### config.mk
export PLATFORM = sky130hd
export DESIGN_NAME = axi_oq_word_packer
export DESIGN_NICKNAME = d
export VERILOG_FILES = /design/src/rtl/axi_oq_word_packer.sv
export SDC_FILE = /design/constraint.sdc
export NUM_CORES = 2
export LEC_CHECK = 0
export CAP_MARGIN = 20
export CORE_MARGIN = 2
export CORE_UTILIZATION = 35
export DETAILED_ROUTE_END_ITERATION = 8
export PLACE_DENSITY = 0.58
export SETUP_SLACK_MARGIN = 0.1
export SLEW_MARGIN = 40
export SYNTH_ARGS = -nofsm -noshare
export SYNTH_HDL_FRONTEND = slang
export SYNTH_MEMORY_MAX_BITS = 65536
export SYNTH_SLANG_ARGS = --single-unit
### constraint.sdc
create_clock -name clk -period 55.5 [get_ports clk]
set_input_delay 11.1 -clock clk [delete_from_list [all_inputs] [get_ports clk]]
set_output_delay 11.1 -clock clk [all_outputs]
set_load 0.02 [all_outputs]
### src/rtl/axi_oq_word_packer.sv
// AXI-Stream to word FIFO packer with per-packet destination tagging.
// Drops packets with no destination and reports per-packet byte length.
module axi_oq_word_packer #(
  parameter int TDATA_BYTES     = 32,
  parameter int TUSER_WIDTH     = 128,
  parameter int NUM_QUEUES      = 5,
  parameter int DST_OFFSET      = 24,
  parameter int FIFO_DEPTH_LOG2 = 4,
  parameter int DROP_NO_DST     = 1,
  localparam int CW = $clog2(TDATA_BYTES) + 1,
  localparam int DW = 8 * TDATA_BYTES,
  localparam int WW = DW + CW + 2
) (
  input  logic                   clk,
  input  logic                   reset,
  input  logic                   tvalid,
  output logic                   tready,
  input  logic [DW-1:0]          tdata,
  input  logic [TDATA_BYTES-1:0] tstrb,
  input  logic [TUSER_WIDTH-1:0] tuser,
  input  logic                   tlast,
  output logic [WW-1:0]          dout,
  output logic                   dout_valid,
  input  logic                   dout_rd,
  output logic [NUM_QUEUES-1:0]  oq,
  output logic [15:0]            pkt_len,
  output logic                   pkt_len_valid,
  output logic [15:0]            drop_cnt
);

  localparam int AW    = FIFO_DEPTH_LOG2;
  localparam int DEPTH = 1 << AW;

  typedef enum logic [1:0] {
    S_IDLE = 2'd0,
    S_PKT  = 2'd1,
    S_DROP = 2'd2
  } state_t;

  state_t r_state;
  state_t w_next;

  logic [WW-1:0]         r_mem     [DEPTH];
  logic [NUM_QUEUES-1:0] r_dst_mem [DEPTH];
  logic [AW-1:0]         r_wptr;
  logic [AW-1:0]         r_rptr;
  logic [AW:0]           r_fill;
  logic [AW:0]           w_fill_nxt;
  logic                  r_full;

  logic [15:0]           r_run;
  logic [15:0]           r_pkt_len;
  logic                  r_len_vld;
  logic [15:0]           r_drop_cnt;
  logic [NUM_QUEUES-1:0] r_dst;

  logic [NUM_QUEUES-1:0] w_dst_in;
  logic [NUM_QUEUES-1:0] w_dst_wr;
  logic [CW-1:0]         w_cnt;
  logic [16:0]           w_base;
  logic [16:0]           w_sum;
  logic [15:0]           w_total;
  logic                  w_acc;
  logic                  w_push;
  logic                  w_wr;
  logic                  w_pop;
  logic                  w_sop;
  logic                  w_eop;
  logic                  w_drop_sop;
  logic                  w_no_dst;
  logic                  w_unused;

  assign w_unused = ^tuser;

  assign w_dst_in = tuser[DST_OFFSET +: NUM_QUEUES];
  assign w_no_dst = (w_dst_in == '0) && (DROP_NO_DST != 0);
  assign w_dst_wr = (r_state == S_IDLE) ? w_dst_in : r_dst;

  // tready never looks at tvalid; full is registered
  assign tready = !reset && (!r_full || r_state == S_DROP);
  assign w_acc  = tvalid && tready;

  // Bytes in this beat: set strobe bits, contiguous or not
  always_comb begin
    w_cnt = '0;
    for (int i = 0; i < TDATA_BYTES; i++) begin
      w_cnt = w_cnt + CW'(tstrb[i]);
    end
  end

  // Packet byte total including this beat, saturating at 16 bits
  always_comb begin
    w_base  = (r_state == S_IDLE) ? 17'd0 : {1'b0, r_run};
    w_sum   = w_base + 17'(w_cnt);
    w_total = w_sum[16] ? 16'hFFFF : w_sum[15:0];
  end

  // State register
  always_ff @(posedge clk or posedge reset) begin
    if (reset) begin
      r_state <= S_IDLE;
    end else begin
      r_state <= w_next;
    end
  end

  // Next-state decode
  always_comb begin
    w_next = r_state;
    unique case (r_state)
      S_IDLE: begin
        if (w_acc && !tlast) begin
          w_next = w_no_dst ? S_DROP : S_PKT;
        end
      end
      S_PKT: begin
        if (w_acc && tlast) begin
          w_next = S_IDLE;
        end
      end
      S_DROP: begin
        if (w_acc && tlast) begin
          w_next = S_IDLE;
        end
      end
      default: w_next = S_IDLE;
    endcase
  end

  // Per-beat write, framing and drop decisions
  always_comb begin
    w_push     = 1'b0;
    w_sop      = 1'b0;
    w_eop      = 1'b0;
    w_drop_sop = 1'b0;
    unique case (r_state)
      S_IDLE: begin
        w_sop      = 1'b1;
        w_eop      = tlast;
        w_push     = w_acc && !w_no_dst;
        w_drop_sop = w_acc && w_no_dst;
      end
      S_PKT: begin
        w_eop  = tlast;
        w_push = w_acc;
      end
      S_DROP: begin
        w_push = 1'b0;
      end
      default: begin
        w_push = 1'b0;
      end
    endcase
  end

  // Read and write qualifiers; a write into a full FIFO needs a read
  assign dout_valid = (r_fill != '0);
  assign w_pop      = dout_rd && dout_valid;
  assign w_wr       = w_push && (!r_full || w_pop);
  assign w_fill_nxt = r_fill + (AW+1)'(w_wr) - (AW+1)'(w_pop);

  // Packet length, drop counter and current destination
  always_ff @(posedge clk or posedge reset) begin
    if (reset) begin
      r_run      <= '0;
      r_pkt_len  <= '0;
      r_len_vld  <= 1'b0;
      r_drop_cnt <= '0;
      r_dst      <= '0;
    end else begin
      r_len_vld <= 1'b0;
      if (w_wr) begin
        r_run <= w_eop ? 16'd0 : w_total;
        if (w_eop) begin
          r_pkt_len <= w_total;
          r_len_vld <= 1'b1;
        end
      end
      if (w_acc && r_state == S_IDLE) begin
        r_dst <= w_dst_in;
      end
      if (w_drop_sop && r_drop_cnt != 16'hFFFF) begin
        r_drop_cnt <= r_drop_cnt + 16'd1;
      end
    end
  end

  // FIFO pointers and fill level
  always_ff @(posedge clk or posedge reset) begin
    if (reset) begin
      r_wptr <= '0;
      r_rptr <= '0;
      r_fill <= '0;
      r_full <= 1'b0;
    end else begin
      if (w_wr) begin
        r_wptr <= r_wptr + AW'(1);
      end
      if (w_pop) begin
        r_rptr <= r_rptr + AW'(1);
      end
      r_fill <= w_fill_nxt;
      r_full <= (w_fill_nxt == (AW+1)'(DEPTH));
    end
  end

  // FIFO storage: packed word plus its destination mask
  always_ff @(posedge clk) begin
    if (w_wr) begin
      r_mem[r_wptr]     <= {w_eop, w_sop, w_cnt, tdata};
      r_dst_mem[r_wptr] <= w_dst_wr;
    end
  end

  assign dout          = dout_valid ? r_mem[r_rptr] : '0;
  assign oq            = dout_valid ? r_dst_mem[r_rptr] : '0;
  assign pkt_len       = r_pkt_len;
  assign pkt_len_valid = r_len_vld;
  assign drop_cnt      = r_drop_cnt;

endmodule

==> impl_metrics.csv <==
group,metric,value,unit
drt,drt-met1-wl,170000,um
yosys,synth_top_area_share,0.771,
timing,grt_setup_unrepaired,"false",
min_path,whs_endpoint,"pkt_len[6]$_DFFE_PP0P_",
yosys,ys_ff_latch,4374,
yosys,seq_area_frac_synth,0.782,
finish,stdcell_area,0.197,mm^2
cts,post-cts-setup-buffer-count,0,
floorplan,placementRows,254,
timing,final_max_slew_viol_count,0,
timing,fin_setup_tns,0,ns
floorplan,die_h,696,um
drt,top_layer,"met5",
min_path,worstHoldStart,"pkt_len[6]$_DFFE_PP0P_",
cts,cts_resized,0,
critical_path,r2r_cells,13,
drt,detailroute.via_count,75112,
global_route,grt_pass1_wl,576000,um
yosys,syn_area_per_cell,24.9,um^2
floorplan,die_w,696,um
yosys,yosysUniqueCellTypes,60,
drt,first_pass_iters,5,
drt,viasPerCell,5.20,
cts,cts_hold_buf,0,
timing,min_period_over_period,0.422,
cts,clk_pin_slew,0.06,ns
cts,worstSkewPairLatency,0.99,ns
yosys,synth_commonest_cells,"edfxtp_1, mux4_2, and2_1, clkbuf_1",
critical_path,worstSetupEndpointType,"output pin",
cts,cts_tree,"done",
critical_path,crit_path_start_kind,"primary input",
finish,nets,8115,
placed_design,io_buffers,601,
floorplan,design.die.area,0.484,mm^2
drt,wl_met2,202000,um
power,power_density,52.2,mW/mm^2
min_path,holdPathStages,2,
critical_path,crit_arrival,12.33,ns
drt,drc,0,
timing,maxSlewHeadroom,0.393,
finish,drive_gt1_frac,0.273,
global_route,grt_pass1_vias,79457,
yosys,synth_area_leaders,"edfxtp_1, mux4_2, dfrtp_1",
cts,cts_max_level,5,
global_route,grt_max_degree,112,
finish,n_fill_cell,40913,
critical_path,cp.required,44.40,ns
yosys,synth_edf_count,4304,
global_route,overflow,0,
yosys,synth_ff_type,"edfxtp_1",
yosys,yosys.cell_count.top_type,"edfxtp_1",
yosys,synth_cells,6737,
placed_design,gp_congestion,0.762,
global_route,antenna_found_initial,81,
placed_design,hpwlAfterDp,207000,um
placed_design,post_dp_cell_area,0.182,mm^2
cts,cts_buffers,450,
drt,drtIter0Drc,7242,
cts,clockRootBuffer,"clkbuf_16",
timing,tightest_slew,0.911,ns
floorplan,io_pins,725,
timing,finalSetupViolations,0,
drt,wl_per_cell,28.0,um
yosys,synthArstFlopShare,0.0160,
min_path,hp-class,"reg -> reg",
critical_path,worstSetupPathType,"in -> out",
drt,routed_wl,404000,um
drt,antenna_left,0,
critical_path,critPathMaxFanout,3,
yosys,synth_area,0.168,mm^2
run,drv_cap,0,
floorplan,initial_core_util,0.351,
floorplan,core,0.478,mm^2
yosys,syn_nets,7212,
critical_path,r2r_start,"r_fill[2]$_DFF_PP0_",
timing,clock.fmax,0.0427,GHz
timing,hold_viol,0,
yosys,yosysTopAreaCell,"edfxtp_1",
finish,syn_to_final_growth,17.3,%
yosys,synth-warning-count,0,
critical_path,regToRegSetupSlack,49.22,ns
power,leakage,0.0606,uW
timing,clock_skew,0.0554,ns
cts,numClockSinks,4374,
drt,wl_met3,23100,um
status,status,"complete, no violations",
power,ir_drop,0.0633,mV
timing,fin_crit,23.43,ns
global_route,grt_usage,0.163,
critical_path,rr_endpoint,"r_mem[11][212]$_DFFE_PP_",
cts,cts_buffer_depth,4,
[cells in the final DEF (no fill, tap or decap), types with 6 or more instances in the layout]
master,Yosys,routed
bufinv_16,0,32
buf_4,14,93
xnor2_1,27,27
nor2b_1,10,10
clkinv_2,0,71
clkinv_1,1,123
edfxtp_1,4304,4304
clkinvlp_4,0,14
mux4_2,1345,1345
clkbuf_16,0,453
and2_1,271,271
a21oi_1,12,12
fa_1,26,25
inv_1,65,64
o21ai_0,18,18
mux2_2,12,12
a31oi_1,7,7
nor4_1,7,7
buf_8,0,7
nand4_1,10,10
inv_6,0,6
clkbuf_1,200,96
a21o_1,6,6
diode_2,0,30
clkinv_16,0,17
nand2_1,38,38
nand2b_1,8,8
nor2_4,0,12
o21ai_1,6,6
buf_16,0,12
ha_1,28,27
buf_6,34,60
buf_12,0,21
clkdlybuf4s50_1,0,601
dfrtp_1,70,66
nor2_1,31,19
nand3_1,13,13
[where the power goes]
part / leakage [uW] / internal, uW / switching (uW) / total, uW
sequential: 0.0397 / 3890 / 66.9 / 3950
combinational: 0.0140 / 1620 / 1770 / 3390
clock: 0.00691 / 1650 / 1260 / 2910
[routing by layer]
metal	up-vias	global-route usage
met5	-	0
met4	34	0.0370
met3	613	0.0287
met2	2233	0.276
met1	41351	0.220
li1	30881	-
[sequential cells by signal, summed over array words and instances (netlist names)]
register / flops
drop_cnt: 16
r_run: 16
r_dst_mem: 80
r_mem: 4224
r_dst: 5
pkt_len: 16
r_wptr: 4
r_rptr: 4
r_full: 1
pkt_len_valid: 1
r_fill: 5
r_state: 2
[logic make-up (layout without fill, tap and decap cells)]
family,count (synthesis),in the layout,share of synthesized area
compound gates,85,85,0.00344
xor+xnor,33,33,0.00172
fa+ha+maj,54,54,0.00520
buf+inv,410,1684,0.0115
flops,4374,4374,0.782
mux,1360,1360,0.182
other cells,0,30,0
simple gates,421,421,0.0148
[layout make-up]
type | count | area, um^2 | area share
clock buffers | 549 | 11700 | 0.0595
inverters | 67 | 259 | 0.00132
multi-input cells | 1953 | 34800 | 0.177
clock inverters | 274 | 2590 | 0.0131
flip-flops and latches | 4374 | 131000 | 0.666
well taps | 6400 | 8010 | 0.0407
repair buffers | 794 | 8250 | 0.0419
diodes | 30 | 75.1 | 0.000382
[critical path: stages]
cell and delay (ns):
clkdlybuf4s50_1 0.46, a21oi_1 0.15, clkdlybuf4s50_1 0.62
[how the worst max path moves through the flow]
stage | startpoint | end | slack [ns] | cells after the start
6_report | reset | tready | 32.07 | 3
4_1_cts | reset | tready | 32.07 | 3
5_1_grt | reset | tready | 32.06 | 3
3_3_place_gp | reset | tready | 32.04 | 3
3_5_place_dp | reset | tready | 32.07 | 3
2_1_floorplan | tvalid | r_dst_mem[2][0]$_DFFE_PP_ | 23.92 | 7
[stage by stage]
step                worst slack, ns  power [uW]  hold slack, ns  cells   util
floorplan                     23.92        6260           0.442   6737      -
global placement              32.04        7430           0.470  13566  0.380
detailed placement            32.07        7480           0.476  13584  0.381
CTS                           32.07       10400           0.489  14407  0.411
global route                  32.06       10700           0.510  14418  0.412
finish                        32.07       10300           0.481  14441  0.412
(Power assumes the default switching activity.)
